**src/rtl/lvds_tx_gen.sv**
```systemverilog
// Test-pattern source for the 2-lane LVDS link: serialises incrementing or PRBS-8
// bytes as two LSB-first nibbles per byte, framed by lvds_flag, in bursts of frames.
module lvds_tx_gen #(
  parameter int FRAME_BYTES = 896,
  parameter int GAP_CYCLES  = 16,
  parameter int CNT_W       = 16
) (
  input  logic             clk,
  input  logic             rst_n,
  input  logic             start,
  input  logic             stop,
  input  logic             mode,
  input  logic [CNT_W-1:0] burst_len,
  output logic             lvds_data0,
  output logic             lvds_data1,
  output logic             lvds_flag,
  output logic             busy,
  output logic [31:0]      frames_sent,
  output logic             done
);

  localparam int BYTE_W = (FRAME_BYTES > 1) ? $clog2(FRAME_BYTES) : 1;
  localparam int GAP_W  = (GAP_CYCLES > 1) ? $clog2(GAP_CYCLES) : 1;
  localparam logic [BYTE_W-1:0] LAST_BYTE = BYTE_W'(FRAME_BYTES - 1);
  localparam logic [GAP_W-1:0]  LAST_GAP  = GAP_W'(GAP_CYCLES - 1);
  localparam logic [7:0]        LFSR_SEED = 8'hFF;

  typedef enum logic [1:0] {IDLE, SEND, GAP} state_t;

  state_t            state, state_nxt;
  logic [BYTE_W-1:0] byte_cnt;
  logic [1:0]        bit_cnt;
  logic [GAP_W-1:0]  gap_cnt;
  logic [7:0]        frame_idx;
  logic [7:0]        lfsr;
  logic              mode_q;
  logic [CNT_W-1:0]  burst_len_q;
  logic              stop_pending;
  logic              last_bit;
  logic              gap_end;
  logic              burst_end;
  logic [7:0]        cur_byte;

  always_comb begin
    last_bit  = (state == SEND) && (bit_cnt == 2'd3) && (byte_cnt == LAST_BYTE);
    gap_end   = (state == GAP) && (gap_cnt == LAST_GAP);
    burst_end = stop_pending ||
                ((burst_len_q != '0) && (frames_sent == 32'(burst_len_q)));
    cur_byte  = mode_q ? lfsr : (frame_idx + 8'(byte_cnt));
  end

  always_comb begin
    state_nxt = state;
    case (state)
      IDLE:    if (start) state_nxt = SEND;
      SEND:    if (last_bit) state_nxt = GAP;
      GAP:     if (gap_end) state_nxt = burst_end ? IDLE : SEND;
      default: state_nxt = IDLE;
    endcase
  end

  always_ff @(posedge clk or negedge rst_n) begin
    if (!rst_n) state <= IDLE;
    else        state <= state_nxt;
  end

  // Frame/byte/bit counters, payload generator and burst bookkeeping.
  always_ff @(posedge clk or negedge rst_n) begin
    if (!rst_n) begin
      byte_cnt     <= '0;
      bit_cnt      <= '0;
      gap_cnt      <= '0;
      frame_idx    <= '0;
      lfsr         <= LFSR_SEED;
      mode_q       <= 1'b0;
      burst_len_q  <= '0;
      stop_pending <= 1'b0;
      frames_sent  <= '0;
    end else begin
      case (state)
        IDLE: begin
          // A stop coinciding with start limits the burst to one frame.
          stop_pending <= start & stop;
          if (start) begin
            mode_q      <= mode;
            burst_len_q <= burst_len;
            frames_sent <= '0;
            byte_cnt    <= '0;
            bit_cnt     <= '0;
            gap_cnt     <= '0;
            frame_idx   <= '0;
            lfsr        <= LFSR_SEED;
          end
        end
        SEND: begin
          stop_pending <= stop_pending | stop;
          bit_cnt      <= bit_cnt + 2'd1;
          if (bit_cnt == 2'd3) begin
            if (last_bit) begin
              byte_cnt    <= '0;
              lfsr        <= LFSR_SEED;
              frames_sent <= frames_sent + 32'd1;
              frame_idx   <= frame_idx + 8'd1;
              gap_cnt     <= '0;
            end else begin
              byte_cnt <= byte_cnt + BYTE_W'(1);
              lfsr     <= {lfsr[6:0], lfsr[7] ^ lfsr[5] ^ lfsr[4] ^ lfsr[3]};
            end
          end
        end
        GAP: begin
          gap_cnt <= gap_cnt + GAP_W'(1);
          if (gap_end && burst_end) stop_pending <= 1'b0;
          else                      stop_pending <= stop_pending | stop;
        end
        default: stop_pending <= 1'b0;
      endcase
    end
  end

  // Line outputs lag the counters by one cycle so every pin is a flop.
  always_ff @(posedge clk or negedge rst_n) begin
    if (!rst_n) begin
      lvds_flag  <= 1'b0;
      lvds_data0 <= 1'b0;
      lvds_data1 <= 1'b0;
      busy       <= 1'b0;
      done       <= 1'b0;
    end else begin
      lvds_flag  <= (state == SEND);
      lvds_data0 <= (state == SEND) && cur_byte[{1'b0, bit_cnt}];
      lvds_data1 <= (state == SEND) && cur_byte[{1'b1, bit_cnt}];
      busy       <= (state_nxt != IDLE);
      done       <= (state == GAP) && (state_nxt == IDLE);
    end
  end

endmodule

```
**config.mk**
```make
export PLATFORM = sky130hd
export DESIGN_NAME = lvds_tx_gen
export DESIGN_NICKNAME = d
export VERILOG_FILES = /design/src/rtl/lvds_tx_gen.sv
export SDC_FILE = /design/constraint.sdc
export NUM_CORES = 1
export LEC_CHECK = 0
export ABC_AREA = 1
export BUFFER_PORTS_ARGS = -buffer_cell sky130_fd_sc_hd__buf_2
export CAP_MARGIN = 20
export CORE_MARGIN = 5
export CORE_UTILIZATION = 54
export CTS_CLUSTER_SIZE = 12
export DETAILED_ROUTE_END_ITERATION = 7
export PLACE_DENSITY_LB_ADDON = 0.08
export SLEW_MARGIN = 5
export SYNTH_ARGS = -nofsm -noshare
export SYNTH_HDL_FRONTEND = slang
export SYNTH_SLANG_ARGS = --single-unit
```
**constraint.sdc**
```tcl
create_clock -name clk -period 1.88 [get_ports clk]
set_input_delay 0.188 -clock clk [delete_from_list [all_inputs] [get_ports clk]]
set_output_delay 0.188 -clock clk [all_outputs]
set_load 0.02 [all_outputs]
```
== Word level (Yosys, flattened, before mapping) ==
Cells that the tools add are included.

* Add/subtract/negate cells: 6
* $lt $le $gt $ge: 2
* Equality and inequality tests: 9
* Mux-type cells: 34
* Bitwise operators: 5
* Reductions and logical operators: 20

{| class="wikitable"
|+ Operators by type and width
! cell !! number
|-
| 2-to-1 mux 32 bit || 3
|-
| case mux 32 bit (2 select lines) || 1
|-
| 2-to-1 mux 8 bit || 7
|-
| adder 32 x 1 -> 32 bit (second input constant) || 1
|-
| equality test 32 x 16 -> 1 bit || 1
|-
| case mux 8 bit (2 select lines) || 2
|-
| 2-to-1 mux 10 bit || 3
|-
| case mux 10 bit (2 select lines) || 1
|-
| nonzero test 16 bit || 1
|-
| 2-to-1 mux 4 bit || 3
|-
| case mux 4 bit (3 select lines) || 1
|-
| adder 10 x 1 -> 10 bit (second input constant) || 1
|-
| equality test 10 bit (second input constant) || 1
|-
| adder 8 x 1 -> 8 bit (second input constant) || 1
|-
| adder 8 bit || 1
|-
| logical AND 1 bit || 8
|-
| 2-to-1 mux 2 bit || 4
|-
| AND reduction 4 bit || 2
|-
| case mux 2 bit (3 select lines) || 1
|-
| adder 4 x 1 -> 4 bit (second input constant) || 1
|-
| binary-select mux 1 bit (select 2 bit) || 2
|-
| equality test 2 bit (second input constant) || 2
|-
| equality test 4 bit (second input constant) || 1
|-
| logical NOT 2 bit || 2
|-
| other kinds (17) || 25
|}

* Register bits: 89
* Bits of input ports: 21
* Output and inout port bits: 37

== Depth between registers and ports, before layout ==
Gate-level depths: netlist (run 1).

* Depth after elaboration: 8
* Gate-level depth with buffers: 12
* Mapped depth without buffers: 12

== Least setup slack after synthesis (run 1) ==
No wires, ideal clock.

* Path type: register to register
* Start point: register frames_sent[0]
* End point: register frames_sent[14]
* Setup time: 0.076 ns
* Arrival time: 1.835 ns
* Slack: -0.031 ns
* Stages on the path, launching flop included: 11
* Buffers on the path: 0
* Period minus slack after synthesis: 1.911 ns
* Path through: dfrtp_1 > ha_1 > nand2_1 > nor2_2 > inv_1 > nor2_1 > inv_1 > nor2_1 > or2_2 > nand3_1 > o21ai_1

* Longest elaborated chain between the ends: 4

{| class="wikitable"
|+ Ends and longest elaborated chain
! item !! RTL line !! source
|-
| start: declaration || 18 || <nowiki>output logic [31:0] frames_sent,</nowiki>
|-
| start signal: assignment || 102 || <nowiki>frames_sent <= frames_sent + 32'd1;</nowiki>
|-
| adder 32 x 1 -> 32 bit || 102 ||
|-
| 2-to-1 mux 32 bit || 99 || <nowiki>if (last_bit) begin</nowiki>
|-
| 2-to-1 mux 32 bit || 98 || <nowiki>if (bit_cnt == 2'd3) begin</nowiki>
|-
| case mux 32 bit (2 select lines) || 80 || <nowiki>case (state)</nowiki>
|}

No other way between the ends. The select of a mux whose other input is x is not followed.
A chain may end at the register's enable or synchronous reset.

== Final worst setup path (run 1) ==
* Start point: register byte_cnt[0]
* End point: register lvds_data1

* Longest elaborated chain between the ends: 5

{| class="wikitable"
|+ Ends and longest elaborated chain
! item !! RTL line !! source
|-
| start: declaration || 31 || <nowiki>logic [BYTE_W-1:0] byte_cnt;</nowiki>
|-
| start signal: assignment || 106 || <nowiki>byte_cnt <= byte_cnt + BYTE_W'(1);</nowiki>
|-
| adder 8 bit || 49 || <nowiki>cur_byte = mode_q ? lfsr : (frame_idx + 8'(byte_cnt));</nowiki>
|-
| 2-to-1 mux 8 bit || 49 ||
|-
| binary-select mux 1 bit (select 2 bit) || 132 || <nowiki>lvds_data1 <= (state == SEND) && cur_byte[{1'b1, bit_cnt}];</nowiki>
|-
| 2-to-1 mux 1 bit (implied by the code) || 132 ||
|-
| logical AND 1 bit || 132 ||
|-
| end signal: assignment || 132 ||
|-
| end: declaration || 15 || <nowiki>output logic lvds_data1,</nowiki>
|}

No other way between the ends. The select of a mux whose other input is x is not followed.

==> results.sh, run 1 <==
export IMPL_outcome="finished clean"
export IMPL_synth_top_cell_area_share_pct=37.07
export IMPL_yosysSeqAreaShare_pct=40.92
export IMPL_synth_edf_count=0
export IMPL_clk_pin_slew_ns=0.09
export IMPL_cts_buffers=9
export IMPL_hpwl_um=11860
export IMPL_drt_pass1_iter_count=5
export IMPL_async_flop_share_pct=100.0
export IMPL_fin_crit_sh_pct=97.29
export IMPL_finalNonFillerCells=1016
export IMPL_via_per_inst=5.567
export IMPL_syn_cell_area_um2=5468
export IMPL_wl_per_cell_um=16.15
export IMPL_synth_cells=764
export IMPL_antenna_found_initial=0
export IMPL_htreeDepth=3
export IMPL_cap_violations=0
export IMPL_dr_total_vias=5656
export IMPL_final_common_cell="nand2_1"
export IMPL_diodes=0
export IMPL_drive_above_1_share_pct=18.57
export IMPL_syn_nets=798
export IMPL_p_per_area_nw_per_um2=486.1
export IMPL_worstMarginPinSlew_ns=0.4231
export IMPL_first_iter_violations=550
export IMPL_period_needed_ns=1.829
export IMPL_cp_required_ns=2.19
export IMPL_fp_dieH_um=110.6
export IMPL_max_slew_margin_pct=71.79
export IMPL_fin_worst_skew_ns=0.01654
export IMPL_yosys_cell_types_count=44
export IMPL_setup_tns_ns=0
export IMPL_final_antenna_net_count=0
export IMPL_place_area_um2=6202
export IMPL_total_power_mw=3.268
export IMPL_yosys_area_top_type="dfrtp_1"
export IMPL_grt_remaining_overflow=0
export IMPL_synth_area_per_cell_um2=7.157
export IMPL_pre_cts_ws_ns=-0.02842
export IMPL_die_width_um=110.6
export IMPL_initial_utilization_pct=55.68
export IMPL_worst_slack_ns=0.05090
export IMPL_first_global_vias=5520
export IMPL_hp_class="primary input to register"
export IMPL_finalWirelength_um=16410
export IMPL_cp_start_kind="register"
export IMPL_synth_seq_cells=89
export IMPL_yosys_warnings=0
export IMPL_rsz0062_at_grt="yes"
export IMPL_crit_type="register to register"
export IMPL_grtUsageTotal_pct=26.71
export IMPL_finish_utilization_pct=68.46
export IMPL_p_leak_nw=3.298
export IMPL_peakVddDrop_uv=379.0
export IMPL_clockBufferDepth=2
export IMPL_cp_data_arrival_time_ns=2.14
export IMPL_cts_tree="yes"
export IMPL_core_um2=9819
export IMPL_fmax_mhz=546.7
export IMPL_maxSlewViolCount=0
export IMPL_synthFlopType="dfrtp_1"
export IMPL_syn_to_final_growth_pct=22.95
export IMPL_holdWs_ns=0.01250
export IMPL_place_gp_congestion=0.9018
export IMPL_final_setup_viol_count=0
export IMPL_boundaryPins=58
export IMPL_clock_latency_ns=0.39
export IMPL_synthTopCellsByArea="dfrtp_1, nand2_1, nor2_1"
export IMPL_dieArea_um2=12240
export IMPL_path_max_fanout=3
export IMPL_cts_sinks=89
export IMPL_dpl_cell_count=980
export IMPL_design_area_um2=6723
export IMPL_cp_end_kind="register"
export IMPL_grt_max_degree=48
export IMPL_num_rows=36
export IMPL_nets=912
export IMPL_mostFrequentLayoutCells="nand2_1, nor2_1, inv_1"
export IMPL_cts_root_buffer="clkbuf_8"
export IMPL_hold_viol=0
export IMPL_fillers=880
export IMPL_drc=0
export IMPL_numPortBuffers=57
export IMPL_grt_pass1_wl_um=26760
[area by class of cell]
cell class / instances / area (µm²) / share of cell area, %
Multi-Input combinational cell: 576 / 2952 / 43.90
Sequential cell: 89 / 2241 / 33.33
Timing Repair Buffer: 117 / 860.8 / 12.80
Inverter: 85 / 324.1 / 4.820
Tap cell: 133 / 166.4 / 2.475
Clock buffer: 10 / 127.6 / 1.898
Clock inverter: 6 / 51.30 / 0.7631
[critical path, stage by stage (launching register included)]
cell	delay [ns]
dfrtp_2	0.46
ha_4	0.19
fa_2	0.42
nand2_2	0.08
nand3_2	0.06
nand2_1	0.07
nand2_1	0.06
o21ai_2	0.12
nand2_1	0.06
nand2_1	0.06
nand2_1	0.06
nor2_2	0.14
[synth_stat cells (all sizes together), types with 2 or more instances]
cell / n
inv: 84
nor2b: 3
nor3: 19
or2: 3
a211oi: 2
o22a: 2
o31ai: 7
dfstp: 8
o21ai: 45
nand4: 32
buf: 10
a31oi: 2
nor2: 87
a21oi: 32
xnor2: 15
nand3: 52
clkbuf: 6
ha: 12
and2: 2
nand2: 237
xor2: 10
o22ai: 4
dfrtp: 81
[where the power goes]
| part | switching (mW) | total [mW] | internal [mW] |
|---|---|---|---|
| clock | 0.772 | 1.27 | 0.497 |
| sequential | 0.0000000000000000748 | 1.91 | 1.91 |
| combinational | 0.0489 | 0.0859 | 0.0370 |
[final timing paths]
path,start,endpoint,slack (ns),cells after the start
max,byte_cnt[0],lvds_data1,0.05,11
min,burst_len[1],burst_len_q[1],0.01,3
max reg2reg,byte_cnt[0],lvds_data1,0.05,11
min reg2reg,gap_cnt[3],gap_cnt[3],0.52,2
max in group asynchronous,rst_n,lfsr[1],0.98,3
min in group asynchronous,rst_n,frames_sent[0],0.24,2
[cells by family after synthesis]
kind of cell / Yosys count / synth area share [%]
AND/OR/NAND/NOR: 439 / 34.55
XOR/XNOR: 25 / 4.005
AO/OA/AOI/OAI: 97 / 10.00
buffers and inverters: 101 / 7.414
flip-flops: 89 / 40.92
adder cells (fa/ha/maj): 13 / 3.112
[per-layer routing]
layer  GRT usage, %  up-vias  share of wire (%)
met3          4.322       38                8.1
met2          41.34      238                 45
met5              0        -                  0
li1               -     2713                  -
met1          37.86     2667                 44
met4          9.688        0                2.5
[flip-flops by register name, summed over array words and instances (netlist names), 2 cells and up]
name / count
frames_sent: 32
burst_len_q: 16
byte_cnt: 10
frame_idx: 8
lfsr: 8
gap_cnt: 4
bit_cnt: 2
state: 2
[what timing repair did]
item                       CTS  global route
cloned                       1             3
hold endpoints to repair    31             0
pin swaps                    1            11
buffers inserted             0             4
setup endpoints to repair   22            45
hold buffers                12             0
gates resized for setup      2            30
(Power assumes the default switching activity.)
==> inputs of run 2 (changes only) <==
--- a/config.mk
+++ b/config.mk
@@ -8,8 +8,10 @@
 export ABC_AREA = 1
 export BUFFER_PORTS_ARGS = -buffer_cell sky130_fd_sc_hd__buf_2
 export CAP_MARGIN = 20
+export CELL_PAD_IN_SITES_DETAIL_PLACEMENT = 1
+export CELL_PAD_IN_SITES_GLOBAL_PLACEMENT = 2
 export CORE_MARGIN = 5
-export CORE_UTILIZATION = 54
+export CORE_UTILIZATION = 30
 export CTS_CLUSTER_SIZE = 12
 export DETAILED_ROUTE_END_ITERATION = 7
 export PLACE_DENSITY_LB_ADDON = 0.08
==> run 2 against run 1 <==
Net effect: total power grew 23%; sequential share of layout area shrank 1.1 points; combinational power shrank 15%; worst setup slack gained 0.030 ns; critical path depth shrank 1; clock skew shrank 0.0090 ns; global-route usage shrank 8.1 points; cell area grew 3.6%; final cell count grew 9.6%; critical endpoint unchanged; largest cell class unchanged; highest routed layer unchanged.
==> results.sh, run 2 (synthesized netlist as in run 1, its figures left out) <==
export IMPL_crit_type="register to register"
export IMPL_first_iter_violations=201
export IMPL_diodes=0
export IMPL_fin_worst_skew_ns=0.007534
export IMPL_outcome="finished clean"
export IMPL_finalNonFillerCells=1114
export IMPL_rsz0062_at_grt="yes"
export IMPL_cp_start_kind="register"
export IMPL_finalWirelength_um=19330
export IMPL_fp_dieH_um=145.0
export IMPL_grt_remaining_overflow=0
export IMPL_clockBufferDepth=2
export IMPL_peakVddDrop_uv=373.0
export IMPL_max_slew_margin_pct=68.51
export IMPL_die_width_um=145.0
export IMPL_period_needed_ns=1.799
export IMPL_final_common_cell="nand2_1"
export IMPL_setup_tns_ns=0
export IMPL_final_antenna_net_count=0
export IMPL_dr_total_vias=5547
export IMPL_drt_pass1_iter_count=4
export IMPL_syn_to_final_growth_pct=27.32
export IMPL_wl_per_cell_um=17.35
export IMPL_cp_end_kind="register"
export IMPL_htreeDepth=3
export IMPL_maxSlewViolCount=0
export IMPL_worstMarginPinSlew_ns=0.4724
export IMPL_largest_register_ffs=32
export IMPL_combPwrFrac_pct=1.8
export IMPL_place_gp_congestion=0.8250
export IMPL_path_max_fanout=6
export IMPL_clock_latency_ns=0.35
export IMPL_cap_violations=0
export IMPL_dieArea_um2=21030
export IMPL_fin_crit_sh_pct=95.68
export IMPL_nets=914
export IMPL_antenna_found_initial=0
export IMPL_via_per_inst=4.979
export IMPL_seqPwrFrac_pct=47.4
export IMPL_worst_slack_ns=0.08127
export IMPL_fmax_mhz=555.9
export IMPL_grtUsageTotal_pct=18.56
export IMPL_hpwl_um=14990
export IMPL_final_setup_viol_count=0
export IMPL_dpl_cell_count=1089
export IMPL_power_frac_clock_pct=50.7
export IMPL_clk_pin_slew_ns=0.07
export IMPL_num_rows=49
export IMPL_largestRegisters="frames_sent x32, burst_len_q x16, byte_cnt x10"
export IMPL_cts_buffers=9
export IMPL_boundaryPins=58
export IMPL_p_per_area_nw_per_um2=579.4
export IMPL_first_global_vias=5868
export IMPL_drc=0
export IMPL_cts_root_buffer="clkbuf_16"
export IMPL_grt_max_degree=33
export IMPL_hold_viol=0
export IMPL_cts_tree="yes"
export IMPL_fillers=2266
export IMPL_swShare_pct=22.71
export IMPL_cts_sinks=89
export IMPL_cp_data_arrival_time_ns=2.04
export IMPL_core_um2=17960
export IMPL_mostFrequentLayoutCells="nand2_1, nor2_1, inv_1"
export IMPL_pre_cts_ws_ns=-0.04755
export IMPL_hp_class="primary input to register"
export IMPL_switchingPower_mw=0.9160
export IMPL_intPower_mw=3.118
export IMPL_initial_utilization_pct=30.44
export IMPL_regMostFlops="frames_sent"
export IMPL_drive_above_1_share_pct=20.56
export IMPL_p_leak_nw=3.382
export IMPL_grt_pass1_wl_um=31710
export IMPL_numPortBuffers=57
export IMPL_cp_required_ns=2.12
export IMPL_holdWs_ns=0.03290
run 2: cell types whose count changed in the layout (fill, tap and decap cells not counted), sizes merged:
cell,delta
clkinv,-1
inv,+1
bufinv,+2
nor2,-2
buf,+17
clkbuf,-3
clkinvlp,-1
dlygate4sd3,-11
run 2: cell type report:
class	count	area [µm²]	share of cell area (%)
Clock inverter	7	101.3	1.456
Timing Repair Buffer	121	869.6	12.49
Clock buffer	9	225.2	3.235
Inverter	85	319.1	4.583
Multi-Input combinational cell	574	2914	41.86
Tap cell	229	286.5	4.116
Sequential cell	89	2246	32.26
run 2: critical path: stages (launching register included):
cell	delay, ns
dfrtp_1	0.44
ha_2	0.41
nand2_1	0.09
nand3_1	0.15
nand2_1	0.10
nand2_1	0.07
nand2_1	0.05
nand3_1	0.11
nand2_1	0.06
a21oi_1	0.13
nor2_1	0.07
run 2: final timing paths:
check	start	endpoint	slack (ns)	cells after the start
max in group asynchronous	rst_n	lfsr[1]	0.95	3
worst min register to register	gap_cnt[3]	gap_cnt[3]	0.52	2
worst min-delay path	burst_len[10]	burst_len_q[10]	0.03	3
worst max register to register	frame_idx[2]	lvds_data1	0.08	10
worst max-delay path	frame_idx[2]	lvds_data1	0.08	10
min in group asynchronous	rst_n	frame_idx[7]	0.34	2
run 2: power groups by stage:
stage	clock, mW	sequential (mW)	combinational, mW
after CTS	2.11	1.91	0.0784
after global placement	0	1.95	0.0750
after global routing	2.18	1.91	0.0872
after floorplan	0	1.95	0.000451
after detailed placement	0	1.95	0.0760
final	2.05	1.91	0.0733
run 2: timing repair:
| item | 4_1_cts | 5_1_grt |
|---|---|---|
| setup buffers | 2 | 5 |
| resized for setup | 4 | 30 |
| endpoints found under the setup margin | 23 | 33 |
| pin swaps | 2 | 10 |
| hold buffers | 1 | 0 |
| gates cloned | 1 | 0 |
| endpoints found under the hold margin | 27 | 0 |
run 2: layer usage:
metal	up-vias	share of wire (%)	track usage (%)
li1	2717	-	-
met1	2730	49	26.34
met2	86	46	29.80
met3	14	3.4	2.682
met4	0	1.4	4.708
met5	-	0	0
run 2: through the flow:
step                      util, %  total power [mW]  area, µm²
final                       38.75             4.034       6962
after global routing        38.75             4.181       6962
after CTS                   38.07             4.099       6838
after detailed placement    35.74             2.027       6420
after global placement      35.74             2.026       6420
after floorplan                 -             1.952       5469
